--- config.mk ---
export PLATFORM = sky130hd
export DESIGN_NAME = muldiv_sequencer
export DESIGN_NICKNAME = d
export VERILOG_FILES = /design/src/rtl/muldiv_pkg.sv /design/src/rtl/muldiv_step.sv /design/src/rtl/muldiv_sequencer.sv
export SDC_FILE = /design/constraint.sdc
export NUM_CORES = 1
export LEC_CHECK = 0
export CORE_MARGIN = 3
export CORE_UTILIZATION = 53
export DETAILED_ROUTE_END_ITERATION = 7
export GPL_TIMING_DRIVEN = 0
export PLACE_DENSITY = 0.77
export SYNTH_ARGS = -nofsm -noshare
export SYNTH_HDL_FRONTEND = slang
export SYNTH_SLANG_ARGS = --single-unit
--- constraint.sdc ---
create_clock -name clk -period 7 [get_ports clk]
set_input_delay 1.05 -clock clk [delete_from_list [all_inputs] [get_ports clk]]
set_output_delay 1.05 -clock clk [all_outputs]
set_load 0.005 [all_outputs]
--- src/rtl/muldiv_pkg.sv ---
// Shared definitions for the iterative multiply/divide sequencer.
//   - OP_* : encodings of the two-bit op field presented by the EX stage.
//   - state_t : sequencer FSM states.
//   - DEFAULT_WIDTH : operand width, which is also the iteration count.
//   - op_is_div / op_is_signed : decode helpers for the op field.
package muldiv_pkg;

  localparam int DEFAULT_WIDTH = 32;

  localparam logic [1:0] OP_MULT  = 2'b00;
  localparam logic [1:0] OP_MULTU = 2'b01;
  localparam logic [1:0] OP_DIV   = 2'b10;
  localparam logic [1:0] OP_DIVU  = 2'b11;

  typedef enum logic [1:0] {
    IDLE = 2'd0,
    CALC = 2'd1,
    FIX  = 2'd2,
    DONE = 2'd3
  } state_t;

  function automatic logic op_is_div(input logic [1:0] op);
    return !((op == OP_MULT) || (op == OP_MULTU));
  endfunction

  function automatic logic op_is_signed(input logic [1:0] op);
    return (op == OP_MULT) || (op == OP_DIV);
  endfunction

endpackage

--- src/rtl/muldiv_step.sv ---
// One combinational iteration of the shift-add multiply or restoring divide.
// The accumulator is 2*WIDTH+1 bits wide and is interpreted per mode:
//   multiply: acc[2W:W] = partial product upper part (with carry bit),
//             acc[W-1:0] = remaining multiplier bits (LSB consumed each step).
//   divide:   acc[2W:W] = partial remainder,
//             acc[W-1:0] = dividend bits shifting out at the top while
//                          quotient bits fill in from the bottom.
// Ports:
//   is_div   in   1          selects divide (1) or multiply (0)
//   acc      in   2*WIDTH+1  current accumulator / remainder
//   operand  in   WIDTH      multiplicand (multiply) or divisor (divide)
//   acc_next out  2*WIDTH+1  accumulator after this iteration (LSB slot of a
//                            divide left 0; the caller inserts q_bit)
//   q_bit    out  1          quotient bit produced by a divide iteration
module muldiv_step
  import muldiv_pkg::*;
#(
  parameter int WIDTH = DEFAULT_WIDTH
) (
  input  logic               is_div,
  input  logic [2*WIDTH:0]   acc,
  input  logic [WIDTH-1:0]   operand,
  output logic [2*WIDTH:0]   acc_next,
  output logic               q_bit
);

  logic [WIDTH:0] sum;
  logic [WIDTH:0] shifted;

  // NOTE: every output of a combinational block gets a default first, so no
  // path through the if/else leaves a value unassigned and infers a latch.
  always_comb begin
    acc_next = acc;
    q_bit    = 1'b0;
    sum      = '0;
    shifted  = '0;
    if (is_div) begin
      // Bring the next dividend bit into the remainder, then subtract the
      // divisor only if it fits (restoring step without an explicit restore).
      shifted  = {acc[2*WIDTH-1:WIDTH], acc[WIDTH-1]};
      q_bit    = (shifted >= {1'b0, operand});
      acc_next = {(q_bit ? (shifted - {1'b0, operand}) : shifted),
                  acc[WIDTH-2:0], 1'b0};
    end else begin
      // Add the multiplicand when the current multiplier bit is set, then
      // shift the whole accumulator right by one.
      sum      = acc[2*WIDTH:WIDTH] + (acc[0] ? {1'b0, operand} : '0);
      acc_next = {1'b0, sum, acc[WIDTH-1:1]};
    end
  end

endmodule

--- src/rtl/muldiv_sequencer.sv ---
// Iterative multiply/divide sequencer for the MIPS EX stage. Holds HI/LO and
// stalls the pipeline while an operation is in flight. Latency is fixed:
// WIDTH CALC cycles, one FIX cycle, then a one-cycle DONE pulse.
//
// Build option: define MULDIV_SIGNED_EN to support signed mult/div. Without
// it op[0] is ignored, every operation is unsigned and FIX only transfers the
// raw result (latency unchanged).
//
// Ports:
//   clk    in   1      rising-edge clock
//   rst    in   1      asynchronous active-high reset
//   start  in   1      request strobe from EX
//   op     in   2      00 mult, 01 multu, 10 div, 11 divu
//   a      in   WIDTH  rs operand (multiplicand / dividend)
//   b      in   WIDTH  rt operand (multiplier / divisor)
//   flush  in   1      abort the current operation
//   busy   out  1      high in any state other than IDLE (registered)
//   stall  out  1      start & busy (combinational)
//   done   out  1      one-cycle pulse when hi/lo have been updated
//   dz     out  1      divide-by-zero flag, pulses together with done
//   hi     out  WIDTH  product upper half / remainder
//   lo     out  WIDTH  product lower half / quotient
module muldiv_sequencer
  import muldiv_pkg::*;
#(
  parameter int WIDTH = DEFAULT_WIDTH
) (
  input  logic             clk,
  input  logic             rst,
  input  logic             start,
  input  logic [1:0]       op,
  input  logic [WIDTH-1:0] a,
  input  logic [WIDTH-1:0] b,
  input  logic             flush,
  output logic             busy,
  output logic             stall,
  output logic             done,
  output logic             dz,
  output logic [WIDTH-1:0] hi,
  output logic [WIDTH-1:0] lo
);

  localparam int CW = $clog2(WIDTH + 1);

  state_t           state;
  state_t           state_nx;
  logic [CW-1:0]    count;
  logic [2*WIDTH:0] acc;
  logic [2*WIDTH:0] step_acc;
  logic             step_q;
  logic [WIDTH-1:0] operand;
  logic [WIDTH-1:0] a_hold;
  logic             is_div;
  logic             b_zero;
  logic             accept;

  logic [WIDTH-1:0]   a_mag;
  logic [WIDTH-1:0]   b_mag;
  logic [2*WIDTH-1:0] prod;
  logic [WIDTH-1:0]   quo;
  logic [WIDTH-1:0]   rem;
  logic [WIDTH-1:0]   hi_nx;
  logic [WIDTH-1:0]   lo_nx;
  logic               dz_nx;

`ifdef MULDIV_SIGNED_EN
  logic sign_a;
  logic sign_b;
  logic start_sign_a;
  logic start_sign_b;
`endif

  assign accept = (state == IDLE) && start && !flush;
  assign stall  = start && busy;

  // Operands enter the datapath as magnitudes; signs are reapplied in FIX.
  always_comb begin
`ifdef MULDIV_SIGNED_EN
    start_sign_a = op_is_signed(op) && a[WIDTH-1];
    start_sign_b = op_is_signed(op) && b[WIDTH-1];
    a_mag        = start_sign_a ? (~a + 1'b1) : a;
    b_mag        = start_sign_b ? (~b + 1'b1) : b;
`else
    a_mag = a;
    b_mag = b;
`endif
  end

  muldiv_step #(.WIDTH(WIDTH)) u_step (
    .is_div   (is_div),
    .acc      (acc),
    .operand  (operand),
    .acc_next (step_acc),
    .q_bit    (step_q)
  );

  always_comb begin
    state_nx = state;
    case (state)
      IDLE:    if (accept) state_nx = CALC;
      CALC: begin
        if (flush)                  state_nx = IDLE;
        else if (count == CW'(1))   state_nx = FIX;
      end
      FIX:     state_nx = flush ? IDLE : DONE;
      DONE:    state_nx = IDLE;
      default: state_nx = IDLE;
    endcase
  end

  // Result correction applied during FIX.
  always_comb begin
    prod  = acc[2*WIDTH-1:0];
    quo   = acc[WIDTH-1:0];
    rem   = acc[2*WIDTH-1:WIDTH];
`ifdef MULDIV_SIGNED_EN
    // Negating the magnitude quotient of 0x80000000 / 1 wraps back to
    // 0x80000000, which is exactly the required overflow result.
    if (sign_a ^ sign_b) begin
      prod = ~prod + 1'b1;
      quo  = ~quo + 1'b1;
    end
    if (sign_a) rem = ~rem + 1'b1;
`endif
    hi_nx = prod[2*WIDTH-1:WIDTH];
    lo_nx = prod[WIDTH-1:0];
    dz_nx = 1'b0;
    if (is_div) begin
      if (b_zero) begin
        hi_nx = a_hold;
        lo_nx = '1;
        dz_nx = 1'b1;
      end else begin
        hi_nx = rem;
        lo_nx = quo;
      end
    end
  end

  // NOTE: state elements are written with non-blocking assignments so every
  // register samples the pre-edge values, independent of statement order.
  // All datapath registers are reset too: hi/lo are architecturally visible
  // and must read zero immediately after reset.
  always_ff @(posedge clk or posedge rst) begin
    if (rst) begin
      state   <= IDLE;
      count   <= '0;
      acc     <= '0;
      operand <= '0;
      a_hold  <= '0;
      is_div  <= 1'b0;
      b_zero  <= 1'b0;
      busy    <= 1'b0;
      done    <= 1'b0;
      dz      <= 1'b0;
      hi      <= '0;
      lo      <= '0;
`ifdef MULDIV_SIGNED_EN
      sign_a  <= 1'b0;
      sign_b  <= 1'b0;
`endif
    end else begin
      state <= state_nx;
      busy  <= (state_nx != IDLE);
      done  <= (state_nx == DONE);
      dz    <= 1'b0;
      case (state)
        IDLE: begin
          if (accept) begin
            is_div  <= op_is_div(op);
            a_hold  <= a;
            b_zero  <= (b == '0);
            count   <= CW'(WIDTH);
            // Multiply shifts the multiplier through the low half; divide
            // shifts the dividend through it.
            operand <= op_is_div(op) ? b_mag : a_mag;
            acc     <= {{(WIDTH+1){1'b0}}, (op_is_div(op) ? a_mag : b_mag)};
`ifdef MULDIV_SIGNED_EN
            sign_a  <= start_sign_a;
            sign_b  <= start_sign_b;
`endif
          end
        end
        CALC: begin
          if (!flush) begin
            acc   <= {step_acc[2*WIDTH:1], step_acc[0] | step_q};
            count <= count - 1'b1;
          end
        end
        FIX: begin
          if (!flush) begin
            hi <= hi_nx;
            lo <= lo_nx;
            dz <= dz_nx;
          end
        end
        default: ;
      endcase
    end
  end

endmodule
Word-level counts from Yosys, hierarchy flattened
Cells that the tools add are included.
{"block": "totals", "ff_bits": 206, "inputBits": 70}
{"block": "op_classes", "addsub": 3, "n_lt_le_gt_ge": 1, "n_eq_ne": 8, "mux": 25, "bitwise_logic": 2, "reduce_logical": 14}
{"op": "$mux 32", "n": 7}
{"op": "$mux 65", "n": 3}
{"op": "$pmux 65 s2", "n": 1}
{"op": "$add 33x33->33", "n": 1}
{"op": "$ge 33x32->1", "n": 1}
{"op": "$mux 33", "n": 1}
{"op": "$sub 33x32->33", "n": 1}
{"op": "$logic_not 32->1", "n": 1}
{"op": "$mux 6", "n": 2}
{"op": "$pmux 6 s2", "n": 1}
{"op": "$mux 2", "n": 4}
{"op": "$pmux 2 s4", "n": 1}
{"op": "$eq 2x2->1 const B", "n": 3}
{"op": "$eq 6x1->1 const B", "n": 1}
{"op": "$sub 6x1->6 const B", "n": 1}
{"op": "$mux 1", "n": 5}
{"op": "$eq 2x1->1 const B", "n": 2}
{"op": "$logic_not 2->1", "n": 2}
{"op": "$ne 2x2->1 const B", "n": 2}
{"op": "$reduce_and 2->1", "n": 2}
{"op": "$reduce_bool 2->1", "n": 2}
{"op": "$logic_and 1x1->1", "n": 3}
{"op": "$reduce_and 3->1", "n": 1}
{"op": "$logic_not 1->1", "n": 2}
{"op": "3 further kinds", "n": 3}

Longest topological paths before layout
{"block": "depth", "ltp_word": 6, "ltp_mapped": 14}

Hierarchy
Synthesis repeated with hierarchy kept, for this count alone.
{"block": "unflattened", "hier_cells": 1535, "hier_area_um2": 13589.3}
{"module": "muldiv_sequencer", "n_inst": 1, "cells_per_inst": 867, "area_each_um2": 8943.6}
{"module": "muldiv_step", "n_inst": 1, "cells_per_inst": 668, "area_each_um2": 4645.7}

Least setup slack after synthesis
Ideal clock, no wire load.
{"block": "synth_timing", "path_kind": "register to register", "from": "register acc[0]", "to": "register acc[63]", "setup_ns": 0.134, "arrival_time_ns": 3.183, "slack_ns": 3.684, "stages_incl_launch_ff": 15, "path_buffers": 1, "synth_period_minus_slack_ns": 3.316, "path_cell_list": "dfrtp_1 -> clkbuf_1 -> and2_1 -> ha_1 -> inv_1 -> fa_1 -> nor2b_1 -> o2111ai_1 -> a211oi_1 -> o21ai_0 -> o31ai_1 -> a2111oi_0 -> o21a_1 -> o21ai_0 -> o211ai_1"}
{"block": "synth_between", "elab_chain_len": 5}
{"element": "from (decl)", "line_no": "muldiv_sequencer.sv:48", "text": "logic [2*WIDTH:0] acc;"}
{"element": "from (signal assigned)", "line_no": "muldiv_sequencer.sv:177", "text": "acc <= {{(WIDTH+1){1'b0}}, (op_is_div(op) ? a_mag : b_mag)};"}
{"element": "from (signal assigned)", "line_no": "muldiv_sequencer.sv:186", "text": "acc <= {step_acc[2*WIDTH:1], step_acc[0] | step_q};"}
{"element": "$mux 32", "line_no": "muldiv_step.sv:47", "text": "sum = acc[2*WIDTH:WIDTH] + (acc[0] ? {1'b0, operand} : '0);"}
{"element": "$add 33x33->33", "line_no": "muldiv_step.sv:47"}
{"element": "$mux 65", "line_no": "muldiv_step.sv:37", "text": "if (is_div) begin"}
{"element": "$mux 65", "line_no": "muldiv_sequencer.sv:185", "text": "if (!flush) begin"}
{"element": "$pmux 65 s2", "line_no": "muldiv_sequencer.sv:167", "text": "case (state)"}
Every way passes these cells. The select of a mux whose other input is x is not followed.
A chain may end at the register's enable or synchronous reset.

Final worst setup path
Ends and elaborated chain as after synthesis.

==> results.ini <==
[power_and_ir_drop]
power_mw = 5.63
power.density_nw_per_um2 = 349
p_leak_nw = 7.60
vdd_ir_drop_max_v = 0.000260

[detailed_routing]
wl_per_cell_um = 21.0
firstDrtPassIters = 5
ant_nets = 0
vias_per_cell = 6.17
drt_iter0_markers = 1469
totalWireLength_um = 45200
vias = 13300
drc = 0

[hold_path]
hold_end = lo[27]
hold_path_class = flop to flop
worstHoldStart = lo[27]
worstHoldPathCells = 2

[global_route]
grt_pass1_vias = 12600
grt_pass1_wl_um = 70300
antenna_found_initial = 0
track_usage_pct = 31.6
grt_overflow_total = 0
grt_max_degree = 105

[yosys]
synth_cells = 1649
synth-edff-count = 0
synth_cell_types = 71
syn_avg_cell_area_um2 = 8.20
synth_area_um2 = 13500
netlist.top_cell.by_area = dfrtp_1
syn-num-nets = 1787
synth_top_area_share_pct = 38.1
synthFlopType = dfrtp_1
ys_async_sr_fraction_pct = 100
yosysSeqAreaShare_pct = 38.1
ys_top_cells_by_area = dfrtp_1, nand2_1, ha_1, mux2i_1, a21oi_1
ys_ff_latch = 206
yosys_warnings = 0

[clocking]
htreeDepth = 1
insertion_delay_ns = 0.53
cts_num_sinks = 206
cts.repair.resized = 0
clk_path_buf_depth = 3
clk_pin_slew_ns = 0.06
cts_hold_buf = 0
numCtsBuffers = 23
cts_setup_buffers = 0
ctsRootBufferMaster = clkbuf_16
cts_tree = done

[finish]
area_growth_pct = 19.2
layout-drive-gt1-share_pct = 4.93
ff_latch_area_um2 = 5150
n_antenna_cell = 0
fillCellCount = 2131
fin_cells = 2149
multi_input_area_um2 = 7780
nets = 1948

[timing]
fin_crit_sh_pct = 69.6
relSlewSlack_pct = 26.1
rsz0062_at_grt = no
tightest_slew_ns = 1.10
setup_viol = 0
drv_slew = 0
fin_ws_ns = 2.13
fin_crit_ns = 4.87
fin_tns_setup_ns = 0
fmax_ghz = 0.205
hold_ws_ns = 0.462
hold_viol = 0
skew_ns = 0.0125

[die]
die_w_um = 166
coreArea_um2 = 24700
die_h_um = 166
start_util_pct = 54.8
dieArea_um2 = 27500
num_rows = 57
io_pins = 138

[setup_path]
critPathMaxFanout = 10
cp.required_ns = 7.39
arrival_ns = 5.26
reg2reg_setup_slack_ns = 2.13
r2r-end = acc[63]
cp-end-kind = flop
worstRegToRegCells = 14
path_class = flop to flop
critPathLaunchType = flop
crit-reg2reg-launch = acc[0]

[job]
max_cap_violations = 0

[placed_design]
io_buffers = 135
dp_slack_ns = 2.36
dpl.hpwl_um = 34500
gp_congestion = 0.936
placed_cells = 2109

[outcome]
outcome = finished clean

sequential cells by signal, summed over array words and instances, names as in the netlist, 2 cells and up:
register,count
state,2
count,6
operand,32
lo,32
acc,65
a_hold,32
hi,32
worst max-delay path by stage:
stage	to	cells after the start	slack [ns]	startpoint
after floorplan	a_hold[0]	1	0.33	rst
after global placement	acc[35]	2	-2.43	rst
after detailed placement	acc[63]	14	2.36	acc[0]
after CTS	acc[63]	14	2.32	acc[0]
after global routing	acc[63]	14	1.91	acc[0]
final	acc[63]	14	2.13	acc[0]
cell families (layout without fill, tap and decap cells):
logic type,Yosys count,count (layout),synth area share (%)
xor gates and xnor gates,58,58,3.75
adders and majority gates,68,68,6.40
DFF,206,206,38.1
muxes,102,102,7.87
AOI/OAI and AO/OA,430,430,19.4
and+or+nand+nor,632,632,20.1
buffers and inverters,153,329,4.41
cell usage in the layout, fill, tap and decap left out, types with 8 or more instances in the layout:
| cell type | n |
|---|---|
| nand2_1 | 338 |
| dfrtp_1 | 206 |
| nor2_1 | 150 |
| a21oi_1 | 136 |
| clkdlybuf4s50_1 | 135 |
| o21ai_0 | 114 |
| clkbuf_1 | 85 |
| mux2i_1 | 70 |
| ha_1 | 66 |
| inv_1 | 54 |
| a31oi_1 | 44 |
| and2_1 | 37 |
| xnor2_1 | 37 |
| a21o_1 | 31 |
| mux2_2 | 30 |
| nand3_1 | 23 |
| clkbuf_16 | 23 |
| xor2_1 | 21 |
| nor4_1 | 14 |
| nor3_1 | 14 |
| a22oi_1 | 13 |
| nand4_1 | 11 |
| a211oi_1 | 11 |
| o211ai_1 | 10 |
| and3_1 | 10 |
| buf_1 | 9 |
| nor2b_1 | 8 |
cells in the mapped netlist, types with 21 or more instances:
cell type / count
clkbuf_1: 79
nand3_1: 23
mux2_2: 30
a21o_1: 31
ha_1: 66
nand2_1: 338
mux2i_1: 70
xnor2_1: 37
a31oi_1: 44
inv_1: 55
o21ai_0: 114
xor2_1: 21
nor2_1: 150
and2_1: 37
a21oi_1: 136
dfrtp_1: 206
cell type report:
class | count | share of cell area (%)
Sequential cell | 206 | 32.0
Tap cell | 324 | 2.51
Multi-Input combinational cell | 1290 | 48.2
Timing Repair Buffer | 136 | 8.55
Inverter | 57 | 1.37
Buffer | 96 | 2.37
Clock buffer | 31 | 3.88
Clock inverter | 9 | 1.12
routing by layer:
metal  track usage (%)  up-vias  share of wire, %
li1                  -     6081                 -
met1              44.3     6404                42
met2              49.2      665                44
met3              5.67      118               8.8
met4              12.4        0               4.7
met5                 0        -                 0
report_power, final:
part / internal (mW) / switching (mW) / leakage [nW]
clock: 0.812 / 0.508 / 0.389
sequential: 1.51 / 0.389 / 2.65
combinational: 1.05 / 1.37 / 4.57
stage by stage:
step	area (µm²)	util [%]
6_report	16100	65.4
5_1_grt	16100	65.4
4_1_cts	16100	65.4
3_5_place_dp	15300	62.1
3_3_place_gp	15300	61.9
2_1_floorplan	13500	-
worst max-delay path: stages, from the launching register on:
cell	delay, ns
dfrtp_1	0.60
clkbuf_1	0.46
and2_1	0.21
ha_1	0.19
inv_1	0.07
fa_1	0.43
nor2b_1	0.20
o2111ai_1	0.19
a211oi_1	0.48
o21ai_0	0.25
o31ai_1	0.83
a2111oi_0	0.30
o21a_1	0.25
o21ai_0	0.16
o211ai_1	0.12
Power figures use the tool's default switching activity.
